**src/rtl/romload_stream.sv**
```systemverilog
// romload_stream: CPU-fed ROM-load byte path.
//
// The softcore writes 32-bit words (with byte strobes) to a data register.
// The words are buffered in a DEPTH-entry FIFO and unpacked little-endian into
// OUT_W-bit beats on a valid/ready stream. Only lanes whose byte strobes are
// all set are emitted. A load-mode control write is held off via reg_wait until
// the FIFO and the unpacker are empty, so every beat leaves under the mode it
// was written in.
//
// Optional feature: define ROMLOAD_STREAM_CSUM_EN to add a 16-bit running sum
// of emitted bytes in reg_do[31:16]. Without it those bits read as zero.
//
// Ports:
//   clk, resetn    system clock, synchronous active-low reset
//   reg_data_we    byte strobes of a data-register write (nonzero = write)
//   reg_ctrl_we    control-register write (mode = reg_di[MODE_W-1:0])
//   reg_di         CPU write data
//   reg_wait       stall of the current CPU access (combinational)
//   reg_do         {checksum, FIFO level, busy, 0..., mode}
//   mode           current load mode
//   out_data       stream beat, little-endian lane order
//   out_valid      beat valid
//   out_ready      consumer accepts the beat
//   byte_cnt       bytes emitted since the last mode change
//   busy           FIFO non-empty or unpacker holding a word
module romload_stream #(
  parameter int OUT_W  = 8,
  parameter int DEPTH  = 8,
  parameter int MODE_W = 3,
  parameter int CNT_W  = 24
) (
  input  logic              clk,
  input  logic              resetn,
  input  logic [3:0]        reg_data_we,
  input  logic              reg_ctrl_we,
  input  logic [31:0]       reg_di,
  output logic              reg_wait,
  output logic [31:0]       reg_do,
  output logic [MODE_W-1:0] mode,
  output logic [OUT_W-1:0]  out_data,
  output logic              out_valid,
  input  logic              out_ready,
  output logic [CNT_W-1:0]  byte_cnt,
  output logic              busy
);

  localparam int LANES = 32 / OUT_W;
  localparam int BPL   = OUT_W / 8;
  localparam int AW    = $clog2(DEPTH);

  // FIFO entries are {word, strobes}
  logic [35:0]      mem [DEPTH];
  logic [AW-1:0]    wptr;
  logic [AW-1:0]    rptr;
  logic [AW:0]      level;
  logic [35:0]      head;
  logic [LANES-1:0] head_mask;

  // Unpacker: the held word plus the set of lanes still to be emitted.
  logic [31:0]      word_q;
  logic [LANES-1:0] mask_q;

  logic fifo_empty;
  logic fifo_full;
  logic idle;
  logic push;
  logic pop;
  logic xfer;
  logic last_lane;
  logic ctrl_ok;
  logic [15:0] csum_out;

  assign fifo_empty = (level == '0);
  assign fifo_full  = (level == (AW+1)'(DEPTH));
  assign out_valid  = |mask_q;
  assign idle       = fifo_empty && !out_valid;
  assign busy       = !idle;
  assign xfer       = out_valid && out_ready;
  // The beat being transferred is the only lane left in the held word.
  assign last_lane  = xfer && ((mask_q & (mask_q - LANES'(1))) == '0);
  // A push is refused on a full FIFO even if a pop frees a slot this cycle.
  assign push       = (reg_data_we != 4'b0) && !fifo_full;
  assign pop        = !fifo_empty && (!out_valid || last_lane);
  assign ctrl_ok    = reg_ctrl_we && idle;
  assign reg_wait   = ((reg_data_we != 4'b0) && fifo_full) || (reg_ctrl_we && !idle);

  assign head = mem[rptr];

  always_comb begin
    head_mask = '0;
    for (int i = 0; i < LANES; i++) begin
      head_mask[i] = &head[i*BPL +: BPL];
    end
  end

  // Current beat is the lowest lane still pending.
  always_comb begin
    out_data = word_q[OUT_W-1:0];
    for (int i = LANES - 1; i >= 0; i--) begin
      if (mask_q[i]) begin
        out_data = word_q[i*OUT_W +: OUT_W];
      end
    end
  end

  always_ff @(posedge clk) begin
    if (resetn && push) begin
      mem[wptr] <= {reg_di, reg_data_we};
    end
  end

  always_ff @(posedge clk) begin
    if (!resetn) begin
      wptr     <= '0;
      rptr     <= '0;
      level    <= '0;
      word_q   <= '0;
      mask_q   <= '0;
      mode     <= '0;
      byte_cnt <= '0;
    end else begin
      if (push) wptr <= wptr + 1'b1;
      if (pop)  rptr <= rptr + 1'b1;
      case ({push, pop})
        2'b10:   level <= level + 1'b1;
        2'b01:   level <= level - 1'b1;
        default: level <= level;
      endcase
      // A word with no emittable lanes loads an empty mask and is gone.
      if (pop) begin
        word_q <= head[35:4];
        mask_q <= head_mask;
      end else if (xfer) begin
        mask_q <= mask_q & (mask_q - LANES'(1));
      end
      if (ctrl_ok) begin
        mode     <= reg_di[MODE_W-1:0];
        byte_cnt <= '0;
      end else if (xfer) begin
        byte_cnt <= byte_cnt + CNT_W'(BPL);
      end
    end
  end

`ifdef ROMLOAD_STREAM_CSUM_EN
  logic [15:0] csum;
  logic [15:0] beat_sum;

  always_comb begin
    beat_sum = '0;
    for (int i = 0; i < BPL; i++) begin
      beat_sum = beat_sum + 16'(out_data[i*8 +: 8]);
    end
  end

  always_ff @(posedge clk) begin
    if (!resetn || ctrl_ok) begin
      csum <= '0;
    end else if (xfer) begin
      csum <= csum + beat_sum;
    end
  end

  assign csum_out = csum;
`else
  assign csum_out = 16'h0;
`endif

  assign reg_do = {csum_out, 8'(level), busy, {(7-MODE_W){1'b0}}, mode};

endmodule

```
**config.mk**
```make
export PLATFORM = sky130hd
export DESIGN_NAME = romload_stream
export DESIGN_NICKNAME = d
export VERILOG_FILES = /design/src/rtl/romload_stream.sv
export SDC_FILE = /design/constraint.sdc
export NUM_CORES = 1
export LEC_CHECK = 0
export BUFFER_PORTS_ARGS = -buffer_cell sky130_fd_sc_hd__buf_2
export CAP_MARGIN = 15
export CORE_MARGIN = 5
export CORE_UTILIZATION = 55
export CTS_CLUSTER_SIZE = 25
export DETAILED_ROUTE_END_ITERATION = 10
export PLACE_DENSITY = 0.74
export RECOVER_POWER = 100
export SLEW_MARGIN = 20
export SYNTH_ARGS = -nofsm -noshare
export SYNTH_HDL_FRONTEND = slang
export SYNTH_SLANG_ARGS = --single-unit
```
**constraint.sdc**
```tcl
create_clock -name clk -period 5.4 [get_ports clk]
set_input_delay 0 -clock clk [delete_from_list [all_inputs] [get_ports clk]]
set_output_delay 0 -clock clk [all_outputs]
set_load 0.005 [all_outputs]
```
Yosys cells after proc, flatten, opt, wreduce, memory -nomap -nowiden --
Memory sizes are Yosys's and may differ from the RTL's. A register that Yosys moved wholly into a read port is not among the register bits. Index checks and enable logic that the tools add are counted.
Operators by class: add/sub/neg operators 6, eq/ne operators 3, mux-type cells 11, bitwise operators 2, reductions and logical operators 22
Operator list (count):
- 2-to-1 mux 8 bit | 4
- adder 24 x 1 -> 24 bit, second input constant | 1
- logical AND 1 bit | 9
- zero test 4 bit | 2
- 2-to-1 mux 4 bit | 2
- case mux 4 bit (2 select lines) | 1
- subtractor 4 x 1 -> 4 bit, second input constant | 2
- adder 3 x 1 -> 3 bit, second input constant | 2
- 2-to-1 mux 3 bit | 2
- adder 4 x 1 -> 4 bit, second input constant | 1
- AND 4 bit | 1
- equality test 4 bit, second input constant | 1
- zero test 1 bit | 4
- nonzero test 2 bit | 2
- nonzero test 4 bit | 1
- OR reduction 4 bit | 1
- equality test 2 x 1 -> 1 bit, second input constant | 1
- equality test 2 bit, second input constant | 1
- logical OR 1 bit | 2
- 2-to-1 mux 1 bit | 2
- OR reduction 2 bit | 1
- inverter 1 bit | 1
Storage, ports and cells: register bits 73, RAM bits 288, word-level logic and storage cells 52, memories 1
Memories:
- mem | depth 8, bits a word 36, read ports 1, clocked after Yosys merged registers in 1, write ports 1, line 52 | logic [35:0] mem [DEPTH];

Depth between registers and ports, before layout --
Gate-level depths: netlist (run 1).
depth after elaboration 8, gate-level depth with buffers 12, mapped depth without buffers 10

Worst setup path before layout (run 1) --
OpenSTA, ideal clock, no wires.
path kind register -> register, from register level[1], to memory mem[0][0] (enable), library setup time 0.519 ns, arrival time 4.562 ns, data required time 4.881 ns, setup slack 0.318 ns, stages on the path, launching flop included 6, path through dfxtp_1 > clkbuf_1 > nor3_1 > a21o_1 > clkbuf_1 > nor4_1
On the way: cells in the longest elaborated chain, start to end 6
RTL lines:
- from (decl) | line 55 | logic [AW:0] level;
- from (signal assigned) | line 125 | 2'b10: level <= level + 1'b1;
- from (signal assigned) | line 126 | 2'b01: level <= level - 1'b1;
- from (signal assigned) | line 127 | default: level <= level;
- equality test 4 bit | line 74 | assign fifo_full = (level == (AW+1)'(DEPTH));
- zero test 1 bit | line 82 | assign push = (reg_data_we != 4'b0) && !fifo_full;
- logical AND 1 bit | line 82
- logical AND 1 bit | line 107 | if (resetn && push) begin
- 2-to-1 mux 1 bit | line 107
- 2-to-1 mux 1 bit (implied by the code) | line 108 | mem[wptr] <= {reg_di, reg_data_we};
- to (decl) | line 52
No other way between the ends.

Final worst setup path (run 1) --
from register level[1], to memory mem[5][14] (enable)
Same word-level chain as after synthesis.

==> out/qor.txt, run 1 <==
Comb pwr share: 0.241
Largest net degree at the start of global routing: 40
Period utilization: 0.739
Ant diodes: 0
Layout cells sized above 1: 0.164
Setup Viol. Count Final: 0
Critical Path AT: 4.12 ns
IO Port Bufs: 85
Number of global-route vias before repair: 8166
GPL Wtd Cong: 0.809
Slew Limit Headroom: -0.860
GR Util All Layers: 0.195
Clock network fraction of total power: 0.298
Predominant post-synthesis flop cell: edfxtp_1
Cells on worst reg2reg path: 5
Top achievable clock speed: 250 MHz
Min-Delay Path Class: input port to flip-flop
H-Tree Depth: 2
Sequential Power Share: 0.461
# fillers: 1875
Layout Nets: 1030
Status: finished, violations left
Total die area: 0.0298 sq mm
Synth-to-layout area growth: 13.8%
Seq/Total Area, Yosys: 0.698
Total grt overflow: 0
Commonest non-fill, non-tap cell in the layout: edfxtp_1
Leakage: 5.29 nW
Net switching power: 2.38 mW
Post-route DRC: 0
Critical path startpoint category: flip-flop
Critical R2R Launch: level[1]$_SDFFE_PN0P_
CTS max path bufs: 3
Worst Path Max Fanout: 13
Die W: 173 microns
Clk slew on worst S/H paths: 0.06 ns
TritonCTS buffer count: 37
R2R setup slack: 1.41 ns
RSZ-0062 raised after global routing: no
Initial Util: 0.559
Final HPWL DP: 17.6 mm
Endpoints failing hold: 0
Total Routed Length: 29.5 mm
Post-CTS resize count: 0
Setup crit start: level[1]$_SDFFE_PN0P_
Worst-Margin Slew: 2.79 ns
Crit path capture type: flip-flop
Reg area: 0.0102 sq mm
Drt pass-1 iters: 5
Post-DR wirelength/cell: 21.9 microns
Clock Sinks: 364
TritonCTS clock tree: yes
Drt via density: 5.96
Synthesized flop and latch total: 364
Clk_lat worst skew: 0.52 ns
Pint: 5.55 mW
Detailed router's first-iteration violation count: 714
Clock root buffer: clkbuf_16
CP Capture Point: mem[5][14]$_DFFE_PP_
CP required: 5.52 ns
Hold depth: 4
Violated checks: max-capacitance violations, max-slew violations
Finished Core Util: 0.636
Die height: 173 microns
Cell variety after synth: 53
Mapped Area: 0.0146 sq mm
First-pass GRT wire length: 46.7 mm
Antenna violations before repair: 0
Critical path class: flip-flop to flip-flop
Peak supply drop: 0.000269 V
Asr flop ratio synth: 0
Number of flops mapped to enable cells by yosys: 288
Reg2reg end: mem[5][14]$_DFFE_PP_
Cells after Synth: 858
Fin crit period: 3.99 ns
Core Footprint: 0.0261 sq mm
Post-DRT Antenna Nets: 0
Final max-slew violation count: 175
IO Pins: 110
Setup_tns: 0 ns
MaxCap Viol Count: 8
Worst Skew: 0.0147 ns
Std cell rows: 59
Area occupied by multi-input gates: 0.00400 sq mm
Commonest cells after routing, fill and taps aside: edfxtp_1, clkbuf_1, dfxtp_1
Mean area per synthesized cell: 17.0 sq um
PD cells: 479 mW/mm^2
Vias: 8031
Net Sw Frac: 0.300
Synth warn: 0
-- worst max-delay path, cell delays in order, from the launching register on --
cell and delay (ns):
dfxtp_1 0.47, nor3_1 0.13, a21o_1 0.32, or2_0 0.37, nor3_1 1.49, clkbuf_1 0.83
-- kinds of logic (layout without fill, tap and decap cells) --
family                     count (synthesis)  in the layout  synth area share
DFF                                      364            364             0.698
and+or+nand+nor                          140            140            0.0530
AOI/OAI and AO/OA                        124            124            0.0563
muxes                                    120            120             0.145
buffers and inverters                     89            220            0.0339
xor gates and xnor gates                  14             14           0.00842
adders and majority gates                  6              6           0.00515
other                                      1             24          0.000257
-- area by class of cell --
type	instances	area share
Timing Repair Buffer	145	0.0501
Inverter	8	0.00181
Tap cell	335	0.0253
Multi-Input combinational cell	428	0.241
Clock inverter	15	0.00626
Sequential cell	364	0.614
Clock buffer	52	0.0613
-- synth_stat cells (2+ instances only) --
cell type  instances  area (sq um)
or4_1              6          45.0
nor3_1             9          45.0
xor2_1             6          52.6
nand2_1           22          82.6
a32oi_1            3          26.3
buf_4             33           248
a22oi_1            7          52.6
or3_1              6          37.5
nor4b_1            2          17.5
mux2_2             4          45.0
nand2b_1           3          18.8
nand4_1            8          50.1
nor2_1            32           120
edfxtp_1         288          8650
clkbuf_1          22          82.6
a21oi_1           49           245
o31ai_1            5          37.5
inv_1              8          30.0
a211oi_1          33           248
dfxtp_1           76          1520
buf_1              7          26.3
mux4_2            72          1620
nor4_1            11          68.8
nor2b_1            2          12.5
nand3_1           19          95.1
buf_6              2          22.5
mux2i_1           44           440
ha_1               6          75.1
xnor2_1            8          70.1
a21o_1             2          15.0
or2_2              3          18.8
and4_1             2          17.5
nand3b_1           5          37.5
buf_2             17          85.1
o21ai_0           12          60.1
a221o_1            7          70.1
-- worst min path at each step --
stage | startpoint | end | slack, ns
global route | reg_ctrl_we | mode[0]$_SDFFE_PN0P_ | 0.26
detailed placement | reg_di[29] | mem[0][33]$_DFFE_PP_ | 0.27
finish | reg_ctrl_we | mode[0]$_SDFFE_PN0P_ | 0.22
CTS | reg_ctrl_we | mode[0]$_SDFFE_PN0P_ | 0.21
floorplan | reg_ctrl_we | reg_wait | 0.08
global placement | reg_di[29] | mem[1][33]$_DFFE_PP_ | 0.27
-- power by group through the flow --
| stage | clock [mW] | combinational, mW | sequential (mW) |
|---|---|---|---|
| after detailed placement | 0 | 1.95 | 3.71 |
| final | 2.37 | 1.91 | 3.66 |
| after CTS | 2.41 | 1.99 | 3.65 |
| after global routing | 2.54 | 2.09 | 3.70 |
| after floorplan | 0 | 1.56 | 3.53 |
| after global placement | 0 | 1.91 | 3.70 |
-- metal layers --
metal | global-route usage | vias up | wire length, microns
met3 | 0.0365 | 39 | 1710
li1 | - | 3640 | -
met4 | 0.0442 | 0 | 495
met5 | 0 | - | 0
met2 | 0.322 | 235 | 14500
met1 | 0.275 | 4117 | 12800
-- metrics by stage --
step	cells	total power, mW	setup slack (ns)	hold slack (ns)	area [sq um]
finish	1347	7.94	1.41	0.218	16600
floorplan	881	5.09	0.318	0.0850	14700
global placement	1242	5.60	2.43	0.266	15300
global route	1347	8.33	1.14	0.263	16600
CTS	1347	8.05	2.37	0.211	16800
detailed placement	1242	5.66	2.39	0.272	15300
-- registers in the layout (all words and copies together) (netlist names), named ones only --
name	flops
level	4
word_q	32
mem	288
wptr	3
mask_q	4
rptr	3
mode	3
byte_cnt	24
-- timing repair --
action,CTS,global route
buffers inserted,0,0
endpoints found under the hold margin,301,0
hold buffers,38,0
endpoints found under the setup margin,0,0
(Power assumes the default switching activity.)
==> run 2, diff against run 1 <==
- ABC_AREA: not set -> 1
- CORE_UTILIZATION: 55 -> 54
- PLACE_DENSITY: 0.74 -> 0.76
- clock period: 5.4 -> 3.6 ns (I/O delays scaled with it)
==> out/qor.txt, run 2 <==
Critical path startpoint category: flip-flop
Top achievable clock speed: 351 MHz (+40%)
MaxCap Viol Count: 0 (-8)
Crit path capture type: flip-flop
Final setup margin: 0.749 ns (-0.658 ns)
Final Cell Area: 0.0171 sq mm (+3.1%)
Post-route insts no fill: 1932 (+43%)
Max reg flops: 288 (unchanged)
Worst-Margin Slew: 1.40 ns (-1.39 ns)
Initial Util: 0.543 (-0.0157)
Sequential Power Share: 0.435 (-0.026)
Vias: 10500 (+31%)
Number of global-route vias before repair: 10200 (+24%)
Critical path class: flip-flop to flip-flop
Synth warn: 0 (unchanged)
Min-Delay Path Class: input port to flip-flop
Leakage: 6.12 nW (+16%)
Synth top area share: 0.576 (-0.0175)
Endpoints failing hold: 0 (unchanged)
Number of flops mapped to enable cells by yosys: 288 (unchanged)
Core Footprint: 0.0276 sq mm (+6.0%)
Top reg by flops: mem
Status: completed
Hold depth: 3 (-1)
Hold Path Origin: resetn
Synth area leader: edfxtp_1
GPL Wtd Cong: 0.869 (+7.4%)
RSZ-0062 raised after global routing: no
Clk_lat worst skew: 0.53 ns (about the same)
Die W: 177 microns (+2.3%)
Cells after Synth: 1416 (+65%)
Drt pass-1 iters: 5 (unchanged)
Clk slew on worst S/H paths: 0.06 ns (about the same)
Mapped Area: 0.0150 sq mm (+3.0%)
Top cells by count, synth: nor2_1, edfxtp_1, nand2_1, o21ai_0, dfxtp_1
Clock Sinks: 364 (unchanged)
TritonCTS buffer count: 38 (+2.7%)
Predominant post-synthesis flop cell: edfxtp_1
GR Util All Layers: 0.215 (+0.0203)
Largest net degree at the start of global routing: 69 (+73%)
Slew Limit Headroom: 0.0638 (+0.924)
Total die area: 0.0312 sq mm (+4.7%)
Reg2reg end: mem[6][25]$_DFFE_PP_
Antenna violations before repair: 0 (unchanged)
Registers with the most flip-flops: mem (288), word_q (32), byte_cnt (24)
Critical R2R Launch: level[0]$_SDFFE_PN0P_
Setup Viol. Count Final: 0 (unchanged)
Critical Path AT: 2.98 ns (-1.14 ns)
Net Sw Frac: 0.333 (+0.0329)
Die height: 177 microns (+2.3%)
Std cell rows: 61 (+3.4%)
Post-route DRC: 0 (unchanged)
Setup crit start: level[0]$_SDFFE_PN0P_
Comb pwr share: 0.259 (+0.018)
Synth-to-layout area growth: 13.9% (about the same)
Worst Path Max Fanout: 20 (+7)
Pint: 7.99 mW (+44%)
Clock network fraction of total power: 0.307 (+0.009)
Net switching power: 3.99 mW (+68%)
Cell variety after synth: 40 (-25%)
H-Tree Depth: 2 (unchanged)
Post-DRT Antenna Nets: 0 (unchanged)
Cells on worst reg2reg path: 7 (+2)
TritonCTS clock tree: yes
Seq/Total Area, Yosys: 0.678 (-0.0206)
CTS max path bufs: 3 (unchanged)
IO Pins: 110 (unchanged)
Detailed router's first-iteration violation count: 995 (+39%)
Asr flop ratio synth: 0 (unchanged)
Peak supply drop: 0.000482 V (+79%)
Fin crit period: 2.85 ns (-1.14 ns)
Commonest cells after routing, fill and taps aside: nor2_1, edfxtp_1, nand2_1
Commonest non-fill, non-tap cell in the layout: nor2_1
Synthesized flop and latch total: 364 (unchanged)
R2R setup slack: 0.75 ns (-0.66 ns)
Worst Skew: 0.0146 ns (-0.000100 ns)
Dpl cells: 1824 (+47%)
Post-place setup slack: 1.03 ns (-1.37 ns)
Post-CTS setup buffers: 0 (unchanged)
Clock root buffer: clkbuf_16
Placed cell area: 0.0157 sq mm (+2.9%)
First-pass GRT wire length: 53.7 mm (+15%)
Total grt overflow: 0 (unchanged)
Post-DR wirelength/cell: 17.6 microns (-20%)
Drt via density: 5.45 (-8.5%)
Ant diodes: 0 (unchanged)
PD cells: 701 mW/mm^2 (+46%)
Worst hold endpoint: level[3]$_SDFFE_PN0P_
Synth top area cells: edfxtp_1, dfxtp_1, nor2_1, o21ai_0, nand2_1
Setup_tns: 0 ns (unchanged)
Total Routed Length: 34.0 mm (+15%)
Mean area per synthesized cell: 10.6 sq um (-38%)
# fillers: 2208 (+18%)
Layout cells sized above 1: 0.0721 (-0.0920)
Final HPWL DP: 20.2 mm (+15%)
IO Port Bufs: 85 (unchanged)
Period utilization: 0.792 (+0.0525)
Layout Nets: 1570 (+52%)
CP required: 3.73 ns (-1.79 ns)
Final max-slew violation count: 0 (-100%)
Most frequent cell after synthesis: nor2_1
## run 2: cell types whose count changed in the layout (fill, tap and decap cells not counted), moves of 39 or more
| cell | change |
|---|---|
| mux4_2 | -72 |
| nand2_1 | +184 |
| mux2i_1 | -44 |
| inv_1 | +39 |
| o21ai_0 | +189 |
| nor2_1 | +271 |
## run 2: how the worst max path moves through the flow
stage | end | depth (start not counted)
floorplan | mem[6][0]$_DFFE_PP_ | 6
CTS | mem[1][0]$_DFFE_PP_ | 7
finish | mem[6][25]$_DFFE_PP_ | 7
global placement | mem[1][0]$_DFFE_PP_ | 6
global route | mem[6][30]$_DFFE_PP_ | 7
detailed placement | mem[1][30]$_DFFE_PP_ | 6
## run 2: routing by layer
| layer | share of wire | wire [microns] | vias to the layer above | GRT usage |
|---|---|---|---|---|
| met2 | 0.49 | 16500 | 353 | 0.358 |
| met1 | 0.42 | 14400 | 5043 | 0.297 |
| met3 | 0.069 | 2340 | 66 | 0.0370 |
| met4 | 0.021 | 720 | 0 | 0.0571 |
| met5 | 0 | 0 | - | 0 |
| li1 | - | - | 5072 | - |
## run 2: cell type report
| cell class | count | area [sq um] | area share |
|---|---|---|---|
| Timing Repair Buffer | 146 | 890 | 0.0520 |
| Multi-Input combinational cell | 920 | 4180 | 0.245 |
| Clock buffer | 55 | 1070 | 0.0624 |
| Tap cell | 378 | 473 | 0.0277 |
| Clock inverter | 15 | 106 | 0.00622 |
| Sequential cell | 364 | 10200 | 0.595 |
| Inverter | 54 | 204 | 0.0119 |
## run 2: power groups by stage
stage,clock network (mW),logic [mW],registers [mW]
after global placement,0,3.05,5.28
after global routing,3.92,3.50,5.25
after CTS,3.72,3.19,5.20
after detailed placement,0,3.13,5.29
final,3.68,3.10,5.21
after floorplan,0,2.30,5.14
## run 2: repair_timing
| action | 4_1_cts | 5_1_grt |
|---|---|---|
| hold buffers | 38 | 0 |
| hold endpoints to repair | 295 | 0 |
| resized for setup | 0 | 0 |
## run 2: worst max-delay path, cell delays in order, from the launching register on
cell	delay [ns]
dfxtp_1	0.44
nor2_1	0.09
nand3_1	0.09
nand2_1	0.21
nor2_1	0.21
inv_1	0.11
nor3_1	0.24
clkbuf_1	1.06
## run 2: cells by family (layout without fill, tap and decap cells)
group           Yosys count  after routing  synth area share
fa+ha+maj                 6              6           0.00500
buf+inv                 155            270            0.0489
simple gates            571            571             0.150
xor+xnor                  8              8           0.00467
flops                   364            364             0.678
compound gates          311            311             0.113
other cells               1             24          0.000250
## run 2: through the flow
stage	power, mW	utilization	hold WS [ns]
5_1_grt	12.7	0.619	0.0893
3_3_place_gp	8.33	0.569	0.264
3_5_place_dp	8.42	0.569	0.273
6_report	12.0	0.619	0.0292
2_1_floorplan	7.44	-	0.0989
4_1_cts	12.1	0.625	0.0192
==> run 3, diff against run 2 <==
- ABC_AREA: 1 -> 0
- clock period: 3.6 -> 2.35 ns (I/O delays scaled with it)
==> out/qor.txt, run 3 (same netlist as run 1, synthesis figures left out) <==
Status: finished, violations left
Violated checks: negative setup slack
RSZ-0062 raised after global routing: yes
Max reg flops: 288 (unchanged)
Post-route insts no fill: 1405 (-27%)
Finished Core Util: 0.652 (+0.0336)
GPL Wtd Cong: 0.850 (-2.2%)
Period utilization: 1.01 (+0.219)
Crit path capture type: flip-flop
Peak supply drop: 0.000746 V (+55%)
# fillers: 1821 (-18%)
Layout Nets: 1082 (-31%)
Critical R2R Launch: mask_q[2]$_SDFFE_PN0P_
Critical path class: flip-flop to flip-flop
TritonCTS clock tree: yes
Number of global-route vias before repair: 8239 (-19%)
Post-route DRC: 0 (unchanged)
Detailed router's first-iteration violation count: 766 (-23%)
CTS max path bufs: 3 (unchanged)
Leakage: 5.74 nW (-6.3%)
Total Routed Length: 29.8 mm (-12%)
Core Footprint: 0.0267 sq mm (-3.3%)
IO Pins: 110 (unchanged)
Commonest cells after routing, fill and taps aside: edfxtp_1, mux4_2, dfxtp_1
Setup_tns: -0.0264 ns (-0.0264 ns)
Final max-slew violation count: 0 (unchanged)
Registers with the most flip-flops: mem (288), word_q (32), byte_cnt (24)
Clock Sinks: 364 (unchanged)
Drt via density: 5.91 (+8.4%)
Cells on worst reg2reg path: 10 (+3)
Worst Path Max Fanout: 3 (-85%)
Std cell rows: 60 (-1.6%)
Synth-to-layout area growth: 19.7%
Clk slew on worst S/H paths: 0.06 ns (about the same)
Min-Delay Path Class: input port to flip-flop
Hold Path Origin: reg_data_we[0]
Drt pass-1 iters: 5 (unchanged)
Worst hold endpoint: mem[2][0]$_DFFE_PP_
Total die area: 0.0304 sq mm (-2.8%)
Final HPWL DP: 18.6 mm (-7.8%)
Critical path startpoint category: flip-flop
CP required: 2.80 ns (-0.93 ns)
Total grt overflow: 0 (unchanged)
Layout cells sized above 1: 0.246 (+0.174)
Vias: 8305 (-21%)
Worst Skew: 0.0204 ns (+0.00582 ns)
Reg2reg end: level[2]$_SDFFE_PN0P_
R2R setup slack: -0.03 ns (-0.78 ns)
MaxCap Viol Count: 0 (unchanged)
Top achievable clock speed: 421 MHz (+20%)
First-pass GRT wire length: 47.1 mm (-12%)
IO Port Bufs: 85 (unchanged)
Clk_lat worst skew: 0.53 ns (about the same)
Ant diodes: 0 (unchanged)
Commonest non-fill, non-tap cell in the layout: edfxtp_1
Final setup margin: -0.0264 ns (-0.776 ns)
TritonCTS buffer count: 38 (unchanged)
Die W: 174 microns (-1.4%)
Setup Viol. Count Final: 1 (+1)
Final Cell Area: 0.0174 sq mm (+2.0%)
Placed cell area: 0.0158 sq mm (+0.61%)
Top reg by flops: mem
GR Util All Layers: 0.197 (-0.0181)
Post-DRT Antenna Nets: 0 (unchanged)
Final Power: 19.4 mW (+62%)
Slew Limit Headroom: 0.578 (+0.514)
Endpoints failing hold: 0 (unchanged)
Initial Util: 0.545 (+0.00179)
Fin crit period: 2.38 ns (-0.474 ns)
Antenna violations before repair: 0 (unchanged)
Clock root buffer: clkbuf_16
Dpl cells: 1292 (-29%)
Worst-Margin Slew: 0.631 ns (-0.773 ns)
Post-DR wirelength/cell: 21.2 microns (+21%)
Hold depth: 2 (-1)
Die height: 174 microns (-1.4%)
Critical Path AT: 2.82 ns (-0.16 ns)
PD cells: 1110 mW/mm^2 (+59%)
Largest net degree at the start of global routing: 41 (-41%)
H-Tree Depth: 2 (unchanged)
run 3: cell type report:
class | instances | area, sq um | area share
clock buffer | 51 | 1020 | 0.0586
clock inverter | 17 | 179 | 0.0103
inverter | 8 | 30.0 | 0.00172
multi-input combinational | 428 | 4170 | 0.239
sequential | 364 | 10200 | 0.584
tap | 341 | 427 | 0.0245
timing repair buffer | 196 | 1430 | 0.0820
run 3: critical path, cell delays in order (launching register included):
cell and delay, ns:
dfxtp_2 0.32, or4b_4 0.53, a21o_1 0.21, nor2_4 0.15, ha_4 0.16, xor2_2 0.13, ha_2 0.19, a21oi_2 0.04
xor2_1 0.14, or3_1 0.32, a21oi_2 0.11
run 3: repair_timing:
action	4_1_cts	5_1_grt
gates resized for setup	3	5
pin swaps	1	5
gates cloned	0	0
setup buffers	1	4
endpoints found under the setup margin	2	51
hold buffers	39	0
hold endpoints to repair	300	0
run 3: worst max-delay path by stage:
stage | from | end | slack [ns] | depth (start not counted)
floorplan | mask_q[1]$_SDFFE_PN0P_ | level[2]$_SDFFE_PN0P_ | -0.22 | 12
global placement | mask_q[2]$_SDFFE_PN0P_ | level[2]$_SDFFE_PN0P_ | 0.01 | 10
detailed placement | mask_q[1]$_SDFFE_PN0P_ | level[3]$_SDFFE_PN0P_ | -0.01 | 9
CTS | mask_q[0]$_SDFFE_PN0P_ | level[2]$_SDFFE_PN0P_ | 0.001 | 11
global route | mask_q[2]$_SDFFE_PN0P_ | level[2]$_SDFFE_PN0P_ | -0.14 | 10
finish | mask_q[2]$_SDFFE_PN0P_ | level[2]$_SDFFE_PN0P_ | -0.03 | 10
run 3: through the flow:
| stage | hold slack, ns | setup WS [ns] |
|---|---|---|
| after CTS | 0.237 | 0.00133 |
| after detailed placement | 0.245 | -0.0121 |
| after floorplan | 0.0850 | -0.219 |
| after global routing | 0.370 | -0.139 |
| final | 0.350 | -0.0264 |
| after global placement | 0.240 | 0.0135 |
run 3: report_power, final:
group	switching [mW]	internal, mW
sequential	0.388	7.75
clock	2.36	3.40
combinational	2.98	2.55
run 3: layer usage:
layer / global-route usage / wire length [microns]
met5: 0 / 0
met4: 0.0657 / 975
met3: 0.0324 / 1880
met2: 0.316 / 14500
met1: 0.279 / 12500
